--- src/rtl/cu_sequencer.sv ---
// ============================================================================
// Module   : cu_sequencer
// Brief    : Control-unit instruction sequencer: fetch/decode/execute/writeback
//            handshakes, PC ownership and halt handling. Optional watchdog on
//            wait states is enabled by defining SEQ_WATCHDOG_EN.
// Revision : 1.0
// ============================================================================
`default_nettype none

module cu_sequencer #(
    parameter logic [31:0] PC_RESET       = 32'd0,
    parameter logic [31:0] PC_LIMIT       = 32'd512,
    parameter int          TIMEOUT_CYCLES = 255
) (
    input  logic        soc_clk,
    input  logic        reset,
    input  logic        run,
    output logic        fetch_start,
    output logic [31:0] fetch_pc,
    input  logic        fetch_done,
    output logic        decode_start,
    input  logic        IDU_ready,
    input  logic        invalid_instruction,
    input  logic        is_system,
    input  logic [1:0]  instr_class,
    input  logic [31:0] pc_increment,
    output logic        alu_start,
    input  logic        ALU_ready,
    input  logic        ALU_err,
    input  logic [31:0] ALU_result,
    input  logic        branch_flag,
    output logic        wb_en,
    output logic        retired,
    output logic [31:0] instr_count,
    output logic [31:0] pc,
    output logic        halted,
    output logic [2:0]  halt_cause
);

    typedef enum logic [2:0] {
        S_IDLE   = 3'd0,
        S_FETCH  = 3'd1,
        S_DECODE = 3'd2,
        S_EXEC   = 3'd3,
        S_WB     = 3'd4,
        S_HALT   = 3'd5
    } state_t;

    localparam logic [2:0] c_CAUSE_INVALID = 3'd1;
    localparam logic [2:0] c_CAUSE_ALU     = 3'd2;
    localparam logic [2:0] c_CAUSE_BADPC   = 3'd3;
    localparam logic [2:0] c_CAUSE_SYSTEM  = 3'd4;
    localparam logic [2:0] c_CAUSE_TIMEOUT = 3'd5;

    state_t      r_state;
    logic [31:0] r_pc;
    logic [31:0] r_count;
    logic [31:0] r_incr;
    logic [1:0]  r_class;
    logic        r_fetch_start;
    logic        r_decode_start;
    logic        r_alu_start;
    logic        r_wb_en;
    logic        r_retired;
    logic        r_halted;
    logic [2:0]  r_cause;

    logic [31:0] w_pc_seq;
    logic [31:0] w_pc_rel;
    logic [31:0] w_pc_jalr;
    logic [31:0] w_pc_next;
    logic        w_pc_bad;
    logic        w_wd_expired;

    assign w_pc_seq  = r_pc + 32'd4;
    assign w_pc_rel  = r_pc + r_incr;
    assign w_pc_jalr = ALU_result & 32'hFFFF_FFFE;
    assign w_pc_bad  = (r_pc >= PC_LIMIT) || (r_pc[1:0] != 2'b00);

    // branch_flag / ALU_result are consumed live on the ALU_ready cycle,
    // so the PC register itself acts as their latch.
    always_comb begin
        w_pc_next = w_pc_seq;
        case (r_class)
            2'b00:   w_pc_next = w_pc_seq;
            2'b01:   w_pc_next = branch_flag ? w_pc_rel : w_pc_seq;
            2'b10:   w_pc_next = w_pc_rel;
            default: w_pc_next = w_pc_jalr;
        endcase
    end

`ifdef SEQ_WATCHDOG_EN
    logic [31:0] r_wdog;
    logic        w_waiting;

    assign w_waiting = ((r_state == S_FETCH)  && !fetch_done) ||
                       ((r_state == S_DECODE) && !IDU_ready)  ||
                       ((r_state == S_EXEC)   && !ALU_ready && !ALU_err);
    assign w_wd_expired = w_waiting && (r_wdog == 32'(TIMEOUT_CYCLES - 1));

    // Any cycle that is not a stalled wait (including state entry) clears it.
    always_ff @(posedge soc_clk or negedge reset) begin
        if (!reset) begin
            r_wdog <= '0;
        end else if (w_waiting) begin
            r_wdog <= r_wdog + 32'd1;
        end else begin
            r_wdog <= '0;
        end
    end
`else
    assign w_wd_expired = 1'b0;
`endif

    always_ff @(posedge soc_clk or negedge reset) begin
        if (!reset) begin
            r_state        <= S_IDLE;
            r_pc           <= PC_RESET;
            r_count        <= '0;
            r_incr         <= '0;
            r_class        <= 2'b00;
            r_fetch_start  <= 1'b0;
            r_decode_start <= 1'b0;
            r_alu_start    <= 1'b0;
            r_wb_en        <= 1'b0;
            r_retired      <= 1'b0;
            r_halted       <= 1'b0;
            r_cause        <= 3'd0;
        end else begin
            r_fetch_start  <= 1'b0;
            r_decode_start <= 1'b0;
            r_alu_start    <= 1'b0;
            r_wb_en        <= 1'b0;
            r_retired      <= 1'b0;
            case (r_state)
                S_IDLE: begin
                    if (run) begin
                        r_state       <= S_FETCH;
                        r_fetch_start <= 1'b1;
                    end
                end
                S_FETCH: begin
                    if (fetch_done) begin
                        r_state        <= S_DECODE;
                        r_decode_start <= 1'b1;
                    end else if (w_wd_expired) begin
                        r_state  <= S_HALT;
                        r_halted <= 1'b1;
                        r_cause  <= c_CAUSE_TIMEOUT;
                    end
                end
                S_DECODE: begin
                    if (IDU_ready) begin
                        if (invalid_instruction) begin
                            r_state  <= S_HALT;
                            r_halted <= 1'b1;
                            r_cause  <= c_CAUSE_INVALID;
                        end else if (is_system) begin
                            r_retired <= 1'b1;
                            r_count   <= r_count + 32'd1;
                            r_state   <= S_HALT;
                            r_halted  <= 1'b1;
                            r_cause   <= c_CAUSE_SYSTEM;
                        end else begin
                            r_state     <= S_EXEC;
                            r_alu_start <= 1'b1;
                            r_class     <= instr_class;
                            r_incr      <= pc_increment;
                        end
                    end else if (w_wd_expired) begin
                        r_state  <= S_HALT;
                        r_halted <= 1'b1;
                        r_cause  <= c_CAUSE_TIMEOUT;
                    end
                end
                S_EXEC: begin
                    if (ALU_err) begin
                        r_state  <= S_HALT;
                        r_halted <= 1'b1;
                        r_cause  <= c_CAUSE_ALU;
                    end else if (ALU_ready) begin
                        r_state   <= S_WB;
                        r_wb_en   <= 1'b1;
                        r_retired <= 1'b1;
                        r_count   <= r_count + 32'd1;
                        r_pc      <= w_pc_next;
                    end else if (w_wd_expired) begin
                        r_state  <= S_HALT;
                        r_halted <= 1'b1;
                        r_cause  <= c_CAUSE_TIMEOUT;
                    end
                end
                S_WB: begin
                    // The offending PC is left in r_pc so it stays observable.
                    if (w_pc_bad) begin
                        r_state  <= S_HALT;
                        r_halted <= 1'b1;
                        r_cause  <= c_CAUSE_BADPC;
                    end else if (run) begin
                        r_state       <= S_FETCH;
                        r_fetch_start <= 1'b1;
                    end else begin
                        r_state <= S_IDLE;
                    end
                end
                S_HALT: begin
                    r_state <= S_HALT;
                end
                default: begin
                    r_state <= S_IDLE;
                end
            endcase
        end
    end

    assign fetch_start  = r_fetch_start;
    assign fetch_pc     = r_pc;
    assign decode_start = r_decode_start;
    assign alu_start    = r_alu_start;
    assign wb_en        = r_wb_en;
    assign retired      = r_retired;
    assign instr_count  = r_count;
    assign pc           = r_pc;
    assign halted       = r_halted;
    assign halt_cause   = r_cause;

endmodule

`default_nettype wire

--- config.mk ---
export PLATFORM = sky130hd
export DESIGN_NAME = cu_sequencer
export DESIGN_NICKNAME = d
export VERILOG_FILES = /design/src/rtl/cu_sequencer.sv
export SDC_FILE = /design/constraint.sdc
export NUM_CORES = 1
export LEC_CHECK = 0
export ABC_AREA = 0
export CORE_UTILIZATION = 40
export CTS_CLUSTER_DIAMETER = 100
export DETAILED_ROUTE_END_ITERATION = 7
export GPL_ROUTABILITY_DRIVEN = 0
export GPL_TIMING_DRIVEN = 0
export PLACE_DENSITY = 0.74
export SLEW_MARGIN = 20
export SYNTH_ARGS = -nofsm -noshare
export SYNTH_HDL_FRONTEND = slang
export SYNTH_SLANG_ARGS = --single-unit
--- constraint.sdc ---
create_clock -name soc_clk -period 2.44 [get_ports soc_clk]
set_input_delay 0.488 -clock soc_clk [delete_from_list [all_inputs] [get_ports soc_clk]]
set_output_delay 0.488 -clock soc_clk [all_outputs]
set_load 0.01 [all_outputs]
==> results of run 1 <==
-- through the flow --
step	setup WS, ns	cells
detailed placement	-0.666	1301
finish	-0.0664	1359
global placement	-3.47	1300
CTS	-0.0558	1330
floorplan	-0.00626	892
global route	-0.131	1359
-- power breakdown --
| group | switching, mW | internal, mW |
|---|---|---|
| combinational | 3.04 | 3.00 |
| clock | 0.853 | 0.748 |
| sequential | 0.692 | 2.29 |
-- synth_stat cells, drive strengths merged (2+ instances only) --
library cell	n
nand2	171
dfrtp	110
a21oi	64
nor2	57
o21ai	55
xnor2	45
buf	38
ha	34
clkbuf	33
nand3	28
inv	24
xor2	22
nand4	19
nor3	19
o211ai	16
a21o	14
a31oi	14
and3	14
nor4	11
nor2b	9
and4	7
o22ai	7
or3	7
mux2i	6
o21a	6
a211oi	5
a22oi	5
o21bai	5
a211o	4
nand2b	4
a221oi	3
and2	3
mux2	3
o221ai	3
o311ai	3
a21boi	2
a22o	2
a311oi	2
a32oi	2
nand3b	2
o31ai	2
or2	2
-- cell families (layout without fill, tap and decap cells) --
group,after synthesis,after routing,synth area share
xor+xnor,67,67,0.0793
flops,110,110,0.372
fa+ha+maj,35,35,0.0602
buf+inv,95,333,0.0648
compound gates,218,218,0.183
mux,9,9,0.0127
simple gates,358,358,0.228
-- routing by layer --
layer,up-vias,global-route usage,share of wire
li1,3592,-,-
met1,3646,0.346,0.42
met2,418,0.404,0.47
met3,59,0.0509,0.088
met4,0,0.0868,0.026
met5,-,0,0
-- sequential cells by signal, summed over array words and instances, names as in the netlist, 2 cells and up --
signal and count:
fetch_pc 32, instr_count 32, r_incr 32, halt_cause 3, r_state 3, r_class 2
-- repair_timing --
action | in CTS | in global routing
resized for setup | 93 | 60
setup endpoints to repair | 51 | 64
endpoints found under the hold margin | 0 | 0
pin swaps | 19 | 35
setup buffers | 20 | 30
hold buffers | 0 | 0
-- cell type report --
cell class / count / area, µm²
Buffer: 64 / 403
Clock buffer: 9 / 225
Clock inverter: 7 / 96.3
Fill cell: 1520 / 7150
Inverter: 24 / 90.1
Multi-Input combinational cell: 687 / 4790
Sequential cell: 110 / 2780
Tap cell: 229 / 287
Timing Repair Buffer: 229 / 2200
-- final timing paths --
kind,to,from,slack (ns),cells after the start
min in group soc_clk,instr_count[31],instr_count[31],0.46,1
max in group asynchronous,fetch_pc[20],reset,1.70,2
min reg2reg,instr_count[31],instr_count[31],0.46,1
min,decode_start,reset,0.06,1
max,fetch_pc[28],fetch_pc[0],-0.07,13
max reg2reg,fetch_pc[28],fetch_pc[0],-0.07,13
==> run_summary.xml, run 1 <==
<?xml version="1.0" encoding="UTF-8"?>
<metrics>
  <group name="status">
    <metric name="violated_checks" unit="">setup timing</metric>
    <metric name="outcome" unit="">complete, but fails checks</metric>
  </group>
  <group name="synth">
    <metric name="synth_warnings" unit="">0</metric>
    <metric name="synth_enable_flop_cells" unit="">0</metric>
    <metric name="synthesis.area_per_instance" unit="µm²">8.30</metric>
    <metric name="synth_async_sr_flop_share" unit="">1.00</metric>
    <metric name="netlist_instances" unit="">892</metric>
    <metric name="yosys_register_bits" unit="">110</metric>
    <metric name="post-synth-top-area-cell" unit="">sky130_fd_sc_hd__dfrtp_1</metric>
    <metric name="synth_seq_area_share" unit="">0.372</metric>
    <metric name="synth_top_flop_cell" unit="">sky130_fd_sc_hd__dfrtp_1</metric>
    <metric name="synth_top_area_share" unit="">0.372</metric>
    <metric name="ys_types" unit="">65</metric>
    <metric name="synth.cell_area" unit="µm²">7400</metric>
    <metric name="syn-num-nets" unit="">1003</metric>
    <metric name="synthTopCellsByArea" unit="">sky130_fd_sc_hd__dfrtp_1 37%, sky130_fd_sc_hd__nand2_1 8.6%, sky130_fd_sc_hd__ha_1 5.7%</metric>
  </group>
  <group name="placed_design">
    <metric name="placement.cell_area" unit="µm²">9520</metric>
    <metric name="port_buffers" unit="">179</metric>
    <metric name="hpwl" unit="µm">17200</metric>
  </group>
  <group name="route">
    <metric name="drt_pass1_iterations" unit="">5</metric>
    <metric name="route.detailed.drc" unit="">0</metric>
    <metric name="routed_wirelength" unit="µm">24800</metric>
    <metric name="detail_route.wl_per_cell" unit="µm">18.3</metric>
    <metric name="vias_per_cell" unit="">5.68</metric>
    <metric name="drtIter0Drc" unit="">593</metric>
    <metric name="number_of_vias_in_the_routed_layout" unit="">7715</metric>
    <metric name="detail-route-antenna-nets" unit="">0</metric>
  </group>
  <group name="layout">
    <metric name="diodes" unit="">0</metric>
    <metric name="summed_area_of_non_filler_cells_in_the_final_layout" unit="µm²">10900</metric>
    <metric name="most-common-layout-cells" unit="">175 x sky130_fd_sc_hd__clkdlybuf4s50_1, 168 x sky130_fd_sc_hd__nand2_1, 87 x sky130_fd_sc_hd__dfrtp_1</metric>
    <metric name="final_core_utilization" unit="">0.603</metric>
    <metric name="area_growth" unit="%">46.9</metric>
    <metric name="most_common_library_cell_in_the_layout_ignoring_fill_and_taps" unit="">sky130_fd_sc_hd__clkdlybuf4s50_1</metric>
    <metric name="final_nets" unit="">1236</metric>
    <metric name="post_route_cells_drive_above_1_share" unit="">0.194</metric>
  </group>
  <group name="die">
    <metric name="die_height" unit="µm">138</metric>
    <metric name="fp.dieW" unit="µm">138</metric>
    <metric name="ios" unit="">181</metric>
    <metric name="total_die_area" unit="µm²">19000</metric>
    <metric name="start_util" unit="">0.411</metric>
    <metric name="design.core.area" unit="µm²">18000</metric>
    <metric name="placementRows" unit="">49</metric>
  </group>
  <group name="timing">
    <metric name="final.period_utilization" unit="">1.03</metric>
    <metric name="slew_viol_final" unit="">0</metric>
    <metric name="fin_hold_viols" unit="">0</metric>
    <metric name="slew_headroom" unit="">0.565</metric>
    <metric name="max_freq" unit="GHz">0.399</metric>
    <metric name="setup_viol_count_final" unit="">4</metric>
    <metric name="timing.hold.ws" unit="ns">0.0631</metric>
    <metric name="postLayoutSetupSlackWorst" unit="ns">-0.0664</metric>
    <metric name="min_period" unit="ns">2.51</metric>
    <metric name="tightestPinTransition" unit="ns">0.651</metric>
    <metric name="final.setup.tns" unit="ns">-0.188</metric>
    <metric name="clock-skew-final" unit="ns">0.0123</metric>
    <metric name="rsz_0062_raised_after_global_routing" unit="">yes</metric>
  </group>
  <group name="min_path">
    <metric name="min-delay-path-class" unit="">in2async</metric>
  </group>
  <group name="setup_path">
    <metric name="crit_type" unit="">reg2reg</metric>
    <metric name="end_kind" unit="">flip-flop</metric>
    <metric name="start_kind" unit="">flip-flop</metric>
    <metric name="slowest_stage" unit="">sky130_fd_sc_hd__dfrtp_2</metric>
    <metric name="worst_ep_required_time" unit="ns">2.70</metric>
    <metric name="timing.critical_path.max_delay_family" unit="">compound AO/OA/AOI/OAI gates</metric>
    <metric name="cp_cell_sequence" unit="">ha_4 &gt; inv_2 &gt; fa_2 &gt; nor2b_4 &gt; o31ai_4 &gt; a21oi_2 &gt; buf_4 &gt; a31o_4 &gt; a21oi_4 &gt; buf_6 &gt; o21bai_4 &gt; mux2i_1 &gt; o211ai_1</metric>
    <metric name="cp_slowest_stage_delay" unit="ns">0.44</metric>
    <metric name="cp_num_buf_inv" unit="">3</metric>
    <metric name="cp.arrival" unit="ns">2.77</metric>
    <metric name="critical_path.max_fanout" unit="">3</metric>
  </group>
  <group name="pwr">
    <metric name="finalPower" unit="mW">10.6</metric>
    <metric name="power.static_leakage" unit="nW">4.73</metric>
    <metric name="power.density" unit="nW/µm²">977</metric>
    <metric name="vdd.ir_drop.worst" unit="µV">619</metric>
  </group>
  <group name="grt">
    <metric name="grt-ovfl-total" unit="">0</metric>
    <metric name="number_of_global_route_vias_before_repair" unit="">7315</metric>
    <metric name="grt_pass1_wl" unit="µm">38800</metric>
    <metric name="grt_start_max_net_pins" unit="">61</metric>
    <metric name="all_layer_gr_usage" unit="">0.255</metric>
    <metric name="grt_antenna_before_repair" unit="">0</metric>
  </group>
  <group name="clocking">
    <metric name="clkSinkCount" unit="">110</metric>
    <metric name="ctsHtreeMaxLevel" unit="">3</metric>
    <metric name="cts_tree" unit="">yes</metric>
    <metric name="clk_pin_slew" unit="ns">0.09</metric>
    <metric name="tritoncts.num_buffers" unit="">9</metric>
    <metric name="clk_latency" unit="ns">0.38</metric>
    <metric name="clock-root-buffer" unit="">sky130_fd_sc_hd__clkbuf_16</metric>
    <metric name="clock_path_buffers" unit="">2</metric>
  </group>
  <group name="job">
    <metric name="max_cap_viol_count" unit="">0</metric>
  </group>
</metrics>
Note: power is estimated with default switching activity, not from simulation.
==> run 2: changes to the inputs <==
--- a/config.mk
+++ b/config.mk
@@ -16,3 +16,4 @@
 export SYNTH_ARGS = -nofsm -noshare
 export SYNTH_HDL_FRONTEND = slang
 export SYNTH_SLANG_ARGS = --single-unit
+export TNS_END_PERCENT = 10
==> run 2 against run 1 <==
Against the previous run: the run still ends with setup timing left; count of clock-buffer cells in the layout stayed put; sequential power increased by 2%; power fell by 5.0%; critical path type unchanged; utilization shrank 2.3 points.
==> run_summary.xml, run 2 (synthesized netlist as in run 1, its figures left out) <==
<?xml version="1.0" encoding="UTF-8"?>
<metrics>
  <group name="route">
    <metric name="routed_wirelength" unit="µm">23800</metric>
    <metric name="drt_pass1_iterations" unit="">7</metric>
    <metric name="vias_per_cell" unit="">5.63</metric>
    <metric name="route.detailed.drc" unit="">0</metric>
    <metric name="number_of_vias_in_the_routed_layout" unit="">7481</metric>
    <metric name="detail-route-antenna-nets" unit="">0</metric>
    <metric name="drtIter0Drc" unit="">521</metric>
    <metric name="detail_route.wl_per_cell" unit="µm">17.9</metric>
  </group>
  <group name="placed_design">
    <metric name="port_buffers" unit="">179</metric>
    <metric name="hpwl" unit="µm">17200</metric>
  </group>
  <group name="timing">
    <metric name="slew_headroom" unit="">0.411</metric>
    <metric name="clock-skew-final" unit="ns">0.0146</metric>
    <metric name="slew_viol_final" unit="">0</metric>
    <metric name="fin_hold_viols" unit="">0</metric>
    <metric name="final.period_utilization" unit="">1.02</metric>
    <metric name="tightestPinTransition" unit="ns">0.884</metric>
    <metric name="rsz_0062_raised_after_global_routing" unit="">yes</metric>
    <metric name="min_period" unit="ns">2.48</metric>
    <metric name="setup_viol_count_final" unit="">8</metric>
    <metric name="final.setup.tns" unit="ns">-0.191</metric>
    <metric name="timing.hold.ws" unit="ns">0.0621</metric>
    <metric name="max_freq" unit="GHz">0.403</metric>
    <metric name="postLayoutSetupSlackWorst" unit="ns">-0.0393</metric>
  </group>
  <group name="setup_path">
    <metric name="rr_endpoint" unit="">fetch_pc[30]</metric>
    <metric name="end_kind" unit="">flip-flop</metric>
    <metric name="slowest_stage" unit="">sky130_fd_sc_hd__dfrtp_2</metric>
    <metric name="cp_cell_sequence" unit="">ha_4 &gt; a21oi_1 &gt; o211ai_1 &gt; a22o_1 &gt; a31o_4 &gt; a21oi_4 &gt; o21ai_2 &gt; xnor2_1 &gt; a211o_1</metric>
    <metric name="cp.arrival" unit="ns">2.75</metric>
    <metric name="critical_path.reg2reg.startpoint" unit="">fetch_pc[13]</metric>
    <metric name="cp_num_buf_inv" unit="">0</metric>
    <metric name="timing.critical_path.max_delay_family" unit="">compound AO/OA/AOI/OAI gates</metric>
    <metric name="depth_of_the_worst_register_to_register_path" unit="">9</metric>
    <metric name="start_kind" unit="">flip-flop</metric>
    <metric name="crit_type" unit="">reg2reg</metric>
    <metric name="critical_path.max_fanout" unit="">7</metric>
    <metric name="rrSetupSlack" unit="ns">-0.04</metric>
    <metric name="cp_slowest_stage_delay" unit="ns">0.47</metric>
    <metric name="worst_ep_required_time" unit="ns">2.71</metric>
  </group>
  <group name="grt">
    <metric name="number_of_global_route_vias_before_repair" unit="">7159</metric>
    <metric name="grt-ovfl-total" unit="">0</metric>
    <metric name="grt_start_max_net_pins" unit="">61</metric>
    <metric name="all_layer_gr_usage" unit="">0.251</metric>
    <metric name="grt_antenna_before_repair" unit="">0</metric>
    <metric name="grt_pass1_wl" unit="µm">38200</metric>
  </group>
  <group name="layout">
    <metric name="area_growth" unit="%">41.2</metric>
    <metric name="most_common_library_cell_in_the_layout_ignoring_fill_and_taps" unit="">sky130_fd_sc_hd__clkdlybuf4s50_1</metric>
    <metric name="diodes" unit="">0</metric>
    <metric name="final_nets" unit="">1205</metric>
    <metric name="most-common-layout-cells" unit="">177 x sky130_fd_sc_hd__clkdlybuf4s50_1, 169 x sky130_fd_sc_hd__nand2_1, 87 x sky130_fd_sc_hd__dfrtp_1</metric>
    <metric name="post_route_cells_drive_above_1_share" unit="">0.153</metric>
    <metric name="fillerInstances" unit="">1594</metric>
  </group>
  <group name="pwr">
    <metric name="vdd.ir_drop.worst" unit="µV">537</metric>
    <metric name="power.density" unit="nW/µm²">965</metric>
    <metric name="power.static_leakage" unit="nW">4.50</metric>
  </group>
  <group name="status">
    <metric name="violated_checks" unit="">setup timing</metric>
    <metric name="outcome" unit="">complete, but fails checks</metric>
  </group>
  <group name="clocking">
    <metric name="ctsHtreeMaxLevel" unit="">3</metric>
    <metric name="clkSinkCount" unit="">110</metric>
    <metric name="clock_path_buffers" unit="">2</metric>
    <metric name="clk_pin_slew" unit="ns">0.09</metric>
    <metric name="post_cts_hold_buffer_count" unit="">0</metric>
    <metric name="cts_tree" unit="">yes</metric>
    <metric name="tritoncts.num_buffers" unit="">9</metric>
    <metric name="clock-root-buffer" unit="">sky130_fd_sc_hd__clkbuf_16</metric>
    <metric name="clk_latency" unit="ns">0.38</metric>
  </group>
  <group name="min_path">
    <metric name="min-delay-path-class" unit="">in2async</metric>
  </group>
  <group name="die">
    <metric name="placementRows" unit="">49</metric>
    <metric name="fp.dieW" unit="µm">138</metric>
    <metric name="start_util" unit="">0.411</metric>
    <metric name="total_die_area" unit="µm²">19000</metric>
    <metric name="design.core.area" unit="µm²">18000</metric>
    <metric name="ios" unit="">181</metric>
    <metric name="die_height" unit="µm">138</metric>
  </group>
  <group name="job">
    <metric name="max_cap_viol_count" unit="">0</metric>
  </group>
</metrics>
-- run 2: area by class of cell --
| class | instances | area (µm²) | area share |
|---|---|---|---|
| Multi-Input combinational cell | 687 | 4620 | 0.442 |
| Sequential cell | 110 | 2780 | 0.266 |
| Timing Repair Buffer | 198 | 1960 | 0.187 |
| Buffer | 64 | 393 | 0.0376 |
| Tap cell | 229 | 287 | 0.0274 |
| Clock buffer | 9 | 225 | 0.0215 |
| Clock inverter | 7 | 96.3 | 0.00922 |
| Inverter | 24 | 90.1 | 0.00862 |
-- run 2: per-layer routing --
layer,routed length [µm],GRT usage,vias up
met2,11100,0.395,363
met3,1950,0.0540,42
met5,0,0,-
met4,556,0.0868,0
met1,10200,0.340,3546
li1,-,-,3530
-- run 2: power breakdown --
part	leakage [nW]	switching [mW]	internal, mW
Clock	0.155	0.840	0.748
Combinational	2.93	2.76	2.70
Sequential	1.42	0.743	2.29
Total	4.50	4.35	5.74
-- run 2: worst max path at each step --
stage / startpoint / end / slack, ns / cells past startpoint
after floorplan: fetch_pc[0] / fetch_pc[16] / -0.006 / 11
after global placement: reset / r_incr[22] / -3.47 / 1
after detailed placement: ALU_err / fetch_pc[6] / -0.67 / 7
after CTS: r_incr[0] / fetch_pc[24] / -0.04 / 12
after global routing: r_state[0] / instr_count[28] / -0.13 / 9
final: fetch_pc[13] / fetch_pc[30] / -0.04 / 9
-- run 2: metrics by stage --
| stage | instance area, µm² | power, mW | worst slack [ns] | std cells | utilization |
|---|---|---|---|---|---|
| 6_report | 10500 | 10.1 | -0.0393 | 1328 | 0.580 |
| 5_1_grt | 10500 | 10.7 | -0.129 | 1328 | 0.580 |
| 4_1_cts | 10300 | 9.84 | -0.0430 | 1322 | 0.572 |
| 3_5_place_dp | 9520 | 7.69 | -0.666 | 1301 | 0.528 |
| 3_3_place_gp | 9490 | 7.59 | -3.47 | 1300 | 0.527 |
| 2_1_floorplan | 7410 | 5.81 | -0.00626 | 892 | - |
-- run 2: repair_timing --
action | 4_1_cts | 5_1_grt
cloned | 0 | 0
pin swaps | 19 | 16
resized for setup | 90 | 24
setup buffers | 12 | 6
endpoints found under the setup margin | 51 | 70
==> run 3: changes to the inputs <==
--- a/config.mk
+++ b/config.mk
@@ -8,9 +8,10 @@
 export ABC_AREA = 0
 export CORE_UTILIZATION = 40
 export CTS_CLUSTER_DIAMETER = 100
+export CTS_CLUSTER_SIZE = 30
 export DETAILED_ROUTE_END_ITERATION = 7
 export GPL_ROUTABILITY_DRIVEN = 0
-export GPL_TIMING_DRIVEN = 0
+export GPL_TIMING_DRIVEN = 1
 export PLACE_DENSITY = 0.74
 export SLEW_MARGIN = 20
 export SYNTH_ARGS = -nofsm -noshare
==> run 3 against run 2 <==
Against the previous run: the run still ends with setup timing left; setup slack improved by 0.0035 ns; final area rose by 2.2%; fmax rose by 0.14%; critical path type unchanged.
==> run_summary.xml, run 3 (synthesized netlist as in run 1, its figures left out) <==
<?xml version="1.0" encoding="UTF-8"?>
<metrics>
  <group name="placed_design">
    <metric name="port_buffers" unit="">179</metric>
    <metric name="placement.cell_area" unit="µm²">10000</metric>
    <metric name="hpwl" unit="µm">17300</metric>
    <metric name="place_ws" unit="ns">-0.288</metric>
  </group>
  <group name="layout">
    <metric name="area_growth" unit="%">44.3</metric>
    <metric name="post_route_cells_drive_above_1_share" unit="">0.169</metric>
    <metric name="most-common-layout-cells" unit="">178 x sky130_fd_sc_hd__clkdlybuf4s50_1, 170 x sky130_fd_sc_hd__nand2_1, 117 x sky130_fd_sc_hd__buf_4</metric>
    <metric name="most_common_library_cell_in_the_layout_ignoring_fill_and_taps" unit="">sky130_fd_sc_hd__clkdlybuf4s50_1</metric>
    <metric name="diodes" unit="">0</metric>
    <metric name="fillerInstances" unit="">1583</metric>
    <metric name="final_nets" unit="">1243</metric>
    <metric name="final_core_utilization" unit="">0.592</metric>
    <metric name="summed_area_of_non_filler_cells_in_the_final_layout" unit="µm²">10700</metric>
  </group>
  <group name="timing">
    <metric name="setup_viol_count_final" unit="">1</metric>
    <metric name="slew_headroom" unit="">0.565</metric>
    <metric name="tightestPinTransition" unit="ns">0.651</metric>
    <metric name="fin_hold_viols" unit="">0</metric>
    <metric name="min_period" unit="ns">2.48</metric>
    <metric name="final.period_utilization" unit="">1.01</metric>
    <metric name="max_freq" unit="GHz">0.404</metric>
    <metric name="rsz_0062_raised_after_global_routing" unit="">yes</metric>
    <metric name="clock-skew-final" unit="ns">0.00878</metric>
    <metric name="timing.hold.ws" unit="ns">0.208</metric>
    <metric name="slew_viol_final" unit="">0</metric>
    <metric name="postLayoutSetupSlackWorst" unit="ns">-0.0357</metric>
  </group>
  <group name="route">
    <metric name="number_of_vias_in_the_routed_layout" unit="">7619</metric>
    <metric name="vias_per_cell" unit="">5.58</metric>
    <metric name="drt_pass1_iterations" unit="">5</metric>
    <metric name="route.detailed.drc" unit="">0</metric>
    <metric name="detail-route-antenna-nets" unit="">0</metric>
    <metric name="routed_wirelength" unit="µm">23500</metric>
    <metric name="drtIter0Drc" unit="">421</metric>
    <metric name="detail_route.wl_per_cell" unit="µm">17.2</metric>
  </group>
  <group name="setup_path">
    <metric name="crit_type" unit="">reg2reg</metric>
    <metric name="cp_num_buf_inv" unit="">0</metric>
    <metric name="timing.critical_path.max_delay_family" unit="">compound AO/OA/AOI/OAI gates</metric>
    <metric name="critical_path.reg2reg.startpoint" unit="">fetch_pc[11]</metric>
    <metric name="worst_ep_required_time" unit="ns">2.69</metric>
    <metric name="worstSetupStartpoint" unit="">fetch_pc[11]</metric>
    <metric name="depth_of_the_worst_register_to_register_path" unit="">9</metric>
    <metric name="critical_path.max_fanout" unit="">6</metric>
    <metric name="cp_cell_sequence" unit="">ha_1 &gt; a21oi_1 &gt; o211ai_1 &gt; a22o_1 &gt; a31o_4 &gt; a21oi_4 &gt; o21ai_1 &gt; xnor2_1 &gt; a211o_1</metric>
    <metric name="cp.arrival" unit="ns">2.73</metric>
    <metric name="slowest_stage" unit="">sky130_fd_sc_hd__dfrtp_1</metric>
    <metric name="start_kind" unit="">flip-flop</metric>
    <metric name="end_kind" unit="">flip-flop</metric>
    <metric name="cp_slowest_stage_delay" unit="ns">0.42</metric>
    <metric name="crit_cells" unit="">9</metric>
  </group>
  <group name="pwr">
    <metric name="clkPwrFrac" unit="">0.149</metric>
    <metric name="cell_internal_pwr" unit="mW">5.98</metric>
    <metric name="seqPwrFrac" unit="">0.259</metric>
    <metric name="power.switching" unit="mW">4.30</metric>
    <metric name="comb_power_share" unit="">0.593</metric>
    <metric name="vdd.ir_drop.worst" unit="µV">492</metric>
    <metric name="power.density" unit="nW/µm²">962</metric>
    <metric name="finalPower" unit="mW">10.3</metric>
    <metric name="power.static_leakage" unit="nW">4.75</metric>
    <metric name="swShare" unit="">0.418</metric>
  </group>
  <group name="die">
    <metric name="placementRows" unit="">49</metric>
    <metric name="fp.dieW" unit="µm">138</metric>
    <metric name="design.core.area" unit="µm²">18000</metric>
    <metric name="start_util" unit="">0.411</metric>
    <metric name="ios" unit="">181</metric>
    <metric name="total_die_area" unit="µm²">19000</metric>
    <metric name="die_height" unit="µm">138</metric>
  </group>
  <group name="job">
    <metric name="max_cap_viol_count" unit="">0</metric>
  </group>
  <group name="clocking">
    <metric name="clkSinkCount" unit="">110</metric>
    <metric name="post_cts_hold_buffer_count" unit="">0</metric>
    <metric name="cts_tree" unit="">yes</metric>
    <metric name="tritoncts.num_buffers" unit="">9</metric>
    <metric name="clock-root-buffer" unit="">sky130_fd_sc_hd__clkbuf_16</metric>
    <metric name="clk_latency" unit="ns">0.36</metric>
    <metric name="clk_pin_slew" unit="ns">0.08</metric>
    <metric name="clock_path_buffers" unit="">2</metric>
    <metric name="ctsHtreeMaxLevel" unit="">3</metric>
  </group>
  <group name="grt">
    <metric name="number_of_global_route_vias_before_repair" unit="">7444</metric>
    <metric name="grt_start_max_net_pins" unit="">111</metric>
    <metric name="all_layer_gr_usage" unit="">0.244</metric>
    <metric name="grt_antenna_before_repair" unit="">0</metric>
    <metric name="grt_pass1_wl" unit="µm">37600</metric>
    <metric name="grt-ovfl-total" unit="">0</metric>
  </group>
  <group name="status">
    <metric name="outcome" unit="">complete, but fails checks</metric>
    <metric name="violated_checks" unit="">setup timing</metric>
  </group>
  <group name="min_path">
    <metric name="min-delay-path-class" unit="">in2async</metric>
  </group>
</metrics>
-- run 3: cell types whose count changed in the layout (fill, tap and decap cells not counted), moves of 3 or more --
cell and change:
sky130_fd_sc_hd__clkbuf_2 -6, sky130_fd_sc_hd__a21oi_4 +3, sky130_fd_sc_hd__ha_1 +10, sky130_fd_sc_hd__ha_4 -7
sky130_fd_sc_hd__o21ai_0 -3, sky130_fd_sc_hd__buf_4 +68, sky130_fd_sc_hd__ha_2 -3, sky130_fd_sc_hd__buf_12 +3
sky130_fd_sc_hd__o21ai_1 +4, sky130_fd_sc_hd__dfrtp_1 +23, sky130_fd_sc_hd__clkbuf_1 -19, sky130_fd_sc_hd__buf_1 -3
sky130_fd_sc_hd__dfrtp_2 -23
-- run 3: power by group through the flow --
stage | clock network (mW) | logic [mW] | registers (mW)
after floorplan | 0 | 2.96 | 2.84
after global placement | 0 | 5.55 | 2.63
after detailed placement | 0 | 5.65 | 2.64
after CTS | 1.56 | 5.80 | 2.61
after global routing | 1.63 | 6.58 | 2.70
final | 1.53 | 6.09 | 2.66
-- run 3: layout make-up --
type,instances,area [µm²],area share
Sequential cell,110,2750,0.258
Clock inverter,7,82.6,0.00773
Multi-Input combinational cell,687,4500,0.421
Tap cell,229,287,0.0268
Clock buffer,9,225,0.0211
Inverter,24,90.1,0.00844
Timing Repair Buffer,300,2740,0.257
-- run 3: worst paths after layout --
check	end	slack [ns]
worst max register to register	fetch_pc[30]	-0.04
worst min-delay path	r_state[2]	0.21
max in group asynchronous	fetch_pc[17]	1.78
worst max-delay path	fetch_pc[30]	-0.04
min in group soc_clk	instr_count[31]	0.48
worst min register to register	instr_count[31]	0.48
-- run 3: worst reg2reg max path, cell delays in order (launching register included) --
cell	delay, ns
sky130_fd_sc_hd__dfrtp_1	0.42
sky130_fd_sc_hd__ha_1	0.40
sky130_fd_sc_hd__a21oi_1	0.22
sky130_fd_sc_hd__o211ai_1	0.15
sky130_fd_sc_hd__a22o_1	0.24
sky130_fd_sc_hd__a31o_4	0.24
sky130_fd_sc_hd__a21oi_4	0.16
sky130_fd_sc_hd__o21ai_1	0.10
sky130_fd_sc_hd__xnor2_1	0.14
sky130_fd_sc_hd__a211o_1	0.30
-- run 3: through the flow --
step	instances	TNS, ns
floorplan	892	-0.00626
global placement	1349	-4.61
detailed placement	1349	-6.03
CTS	1366	-0.128
global route	1366	-0.511
finish	1366	-0.0357
-- run 3: metal layers --
layer | wire [µm] | vias up | share of wire | global-route usage
li1 | - | 3604 | - | -
met1 | 10100 | 3633 | 0.43 | 0.323
met2 | 10900 | 339 | 0.47 | 0.405
met3 | 1750 | 43 | 0.075 | 0.0388
met4 | 665 | 0 | 0.028 | 0.0827
met5 | 0 | - | 0 | 0
-- run 3: timing repair --
action	CTS	global route
setup endpoints to repair	18	29
pin swaps	11	18
setup buffers	2	1
cloned	0	0
gates resized for setup	21	34
==> RTL edit (settings of run 2) <==
Encoding of `state_t`: now one-hot (6 bits for 6 states).
--- a/src/rtl/cu_sequencer.sv
+++ b/src/rtl/cu_sequencer.sv
@@ -37,13 +37,13 @@
     output logic [2:0]  halt_cause
 );
 
-    typedef enum logic [2:0] {
-        S_IDLE   = 3'd0,
-        S_FETCH  = 3'd1,
-        S_DECODE = 3'd2,
-        S_EXEC   = 3'd3,
-        S_WB     = 3'd4,
-        S_HALT   = 3'd5
+    typedef enum logic [5:0] {
+        S_IDLE   = 6'b000001,
+        S_FETCH  = 6'b000010,
+        S_DECODE = 6'b000100,
+        S_EXEC   = 6'b001000,
+        S_WB     = 6'b010000,
+        S_HALT   = 6'b100000
     } state_t;
 
     localparam logic [2:0] c_CAUSE_INVALID = 3'd1;
Behaviour: same outputs for any inputs over 4 cycles, from zero or initial values and one cycle with reset low; so few cycles prove little.
==> RTL edit against run 2 <==
  * Setup slack got worse by 290 ps
  * Critical endpoint is now fetch_pc[31]
  * Core utilization increased by 2.3 points
  * Largest cell class unchanged
  * Cell area increased by 4.0%
  * Synthesized area decreased by 0.17%
  * Critical path type unchanged
  * Routed wire length increased by 0.39%
  * Sequential cell count increased by 3
  * The run still ends with setup timing left
  * First-iteration DRC count increased by 23%
Power is not compared: it rests on default switching activity, and its combinational part moved more than twofold at a synthesized area within 25%.
==> RTL edit: results (changes against run 2) <==
Finish
  – Final Core Density: 60.3% (+2.3 points)
  – Filler instances: 1571 (-1.4%)

Drt
  – First-iteration detailed-routing DRC count: 643 (+23%)
  – DR WL/cell: 17.7 um (-1.3%)
  – Post-Route M1 WL: 10300 um (+0.95%)
  – Pre-antenna DRT Iters: 5 (-2)
  – Vias per inst: 5.57 (-1.1%)

Timing
  – Rel. slew slack: 52.2% (+11 points)
  – Setup-failing EPs final: 17 (+9)
  – Setup ws final: -324 ps (-285 ps)
  – Worst Skew: 11.3 ps (-3.33 ps)

GRT
  – M3 GR Usage: 4.31% (-1.1 points)
  – Global-route wire length before repair: 37100 um (-3.0%)
  – Vias in the first global route: 7092 (-0.94%)

Setup path
  – CP arrival: 3050 ps (+300 ps)
  – Crit-path max FO: 4 (-3)
  – CP max stage delay: 430 ps (-40 ps)

Place
  – Post-placement cell area: 9680 sq um (+1.6%)
  – DP HPWL: 16800 um (-2.2%)
  – Pre-CTS WS: -715 ps (-49.1 ps)

Status
  – Failing checks: setup timing
  – Outcome: complete, but fails checks

Logic synthesis
  – Synth cell count leaders: 181 x nand2_1, 112 x dfrtp_1, 57 x o21ai_0, 52 x a21oi_1
  – Syn Inst Count: 876 (-1.8%)
  – Main area contributors after synthesis: dfrtp_1 38%, nand2_1 9.2%, xnor2_1 6.0%, ha_1 5.8%, o21ai_0 3.9%
-- RTL edit: kinds of logic after synthesis --
family,after synthesis,share of synthesized area [%]
adders and majority gates,35,6.03
AOI/OAI and AO/OA,198,16.9
and+or+nand+nor,365,23.3
DFF,113,38.3
buffers and inverters,88,6.11
muxes,9,1.24
xor gates and xnor gates,68,8.06
-- RTL edit: final timing paths --
kind | start | endpoint | slack, ps | cells past startpoint
hold reg to reg | halted | halted | 460 | 1
hold / removal | reset | instr_count[9] | 1 | 1
setup reg to reg | fetch_pc[7] | fetch_pc[31] | -320 | 11
setup / recovery | fetch_pc[7] | fetch_pc[31] | -320 | 11
max in group asynchronous | reset | fetch_pc[17] | 1730 | 2
min in group soc_clk | halted | halted | 460 | 1
-- RTL edit: layout make-up --
type                    instances  area share, %
multi-input cells             675           42.1
flip-flops and latches        113           26.3
repair buffers                217           19.3
clock buffers                  17           3.91
plain buffers                  61           3.38
well taps                     229           2.64
clock inverters                15           1.47
inverters                      24          0.875
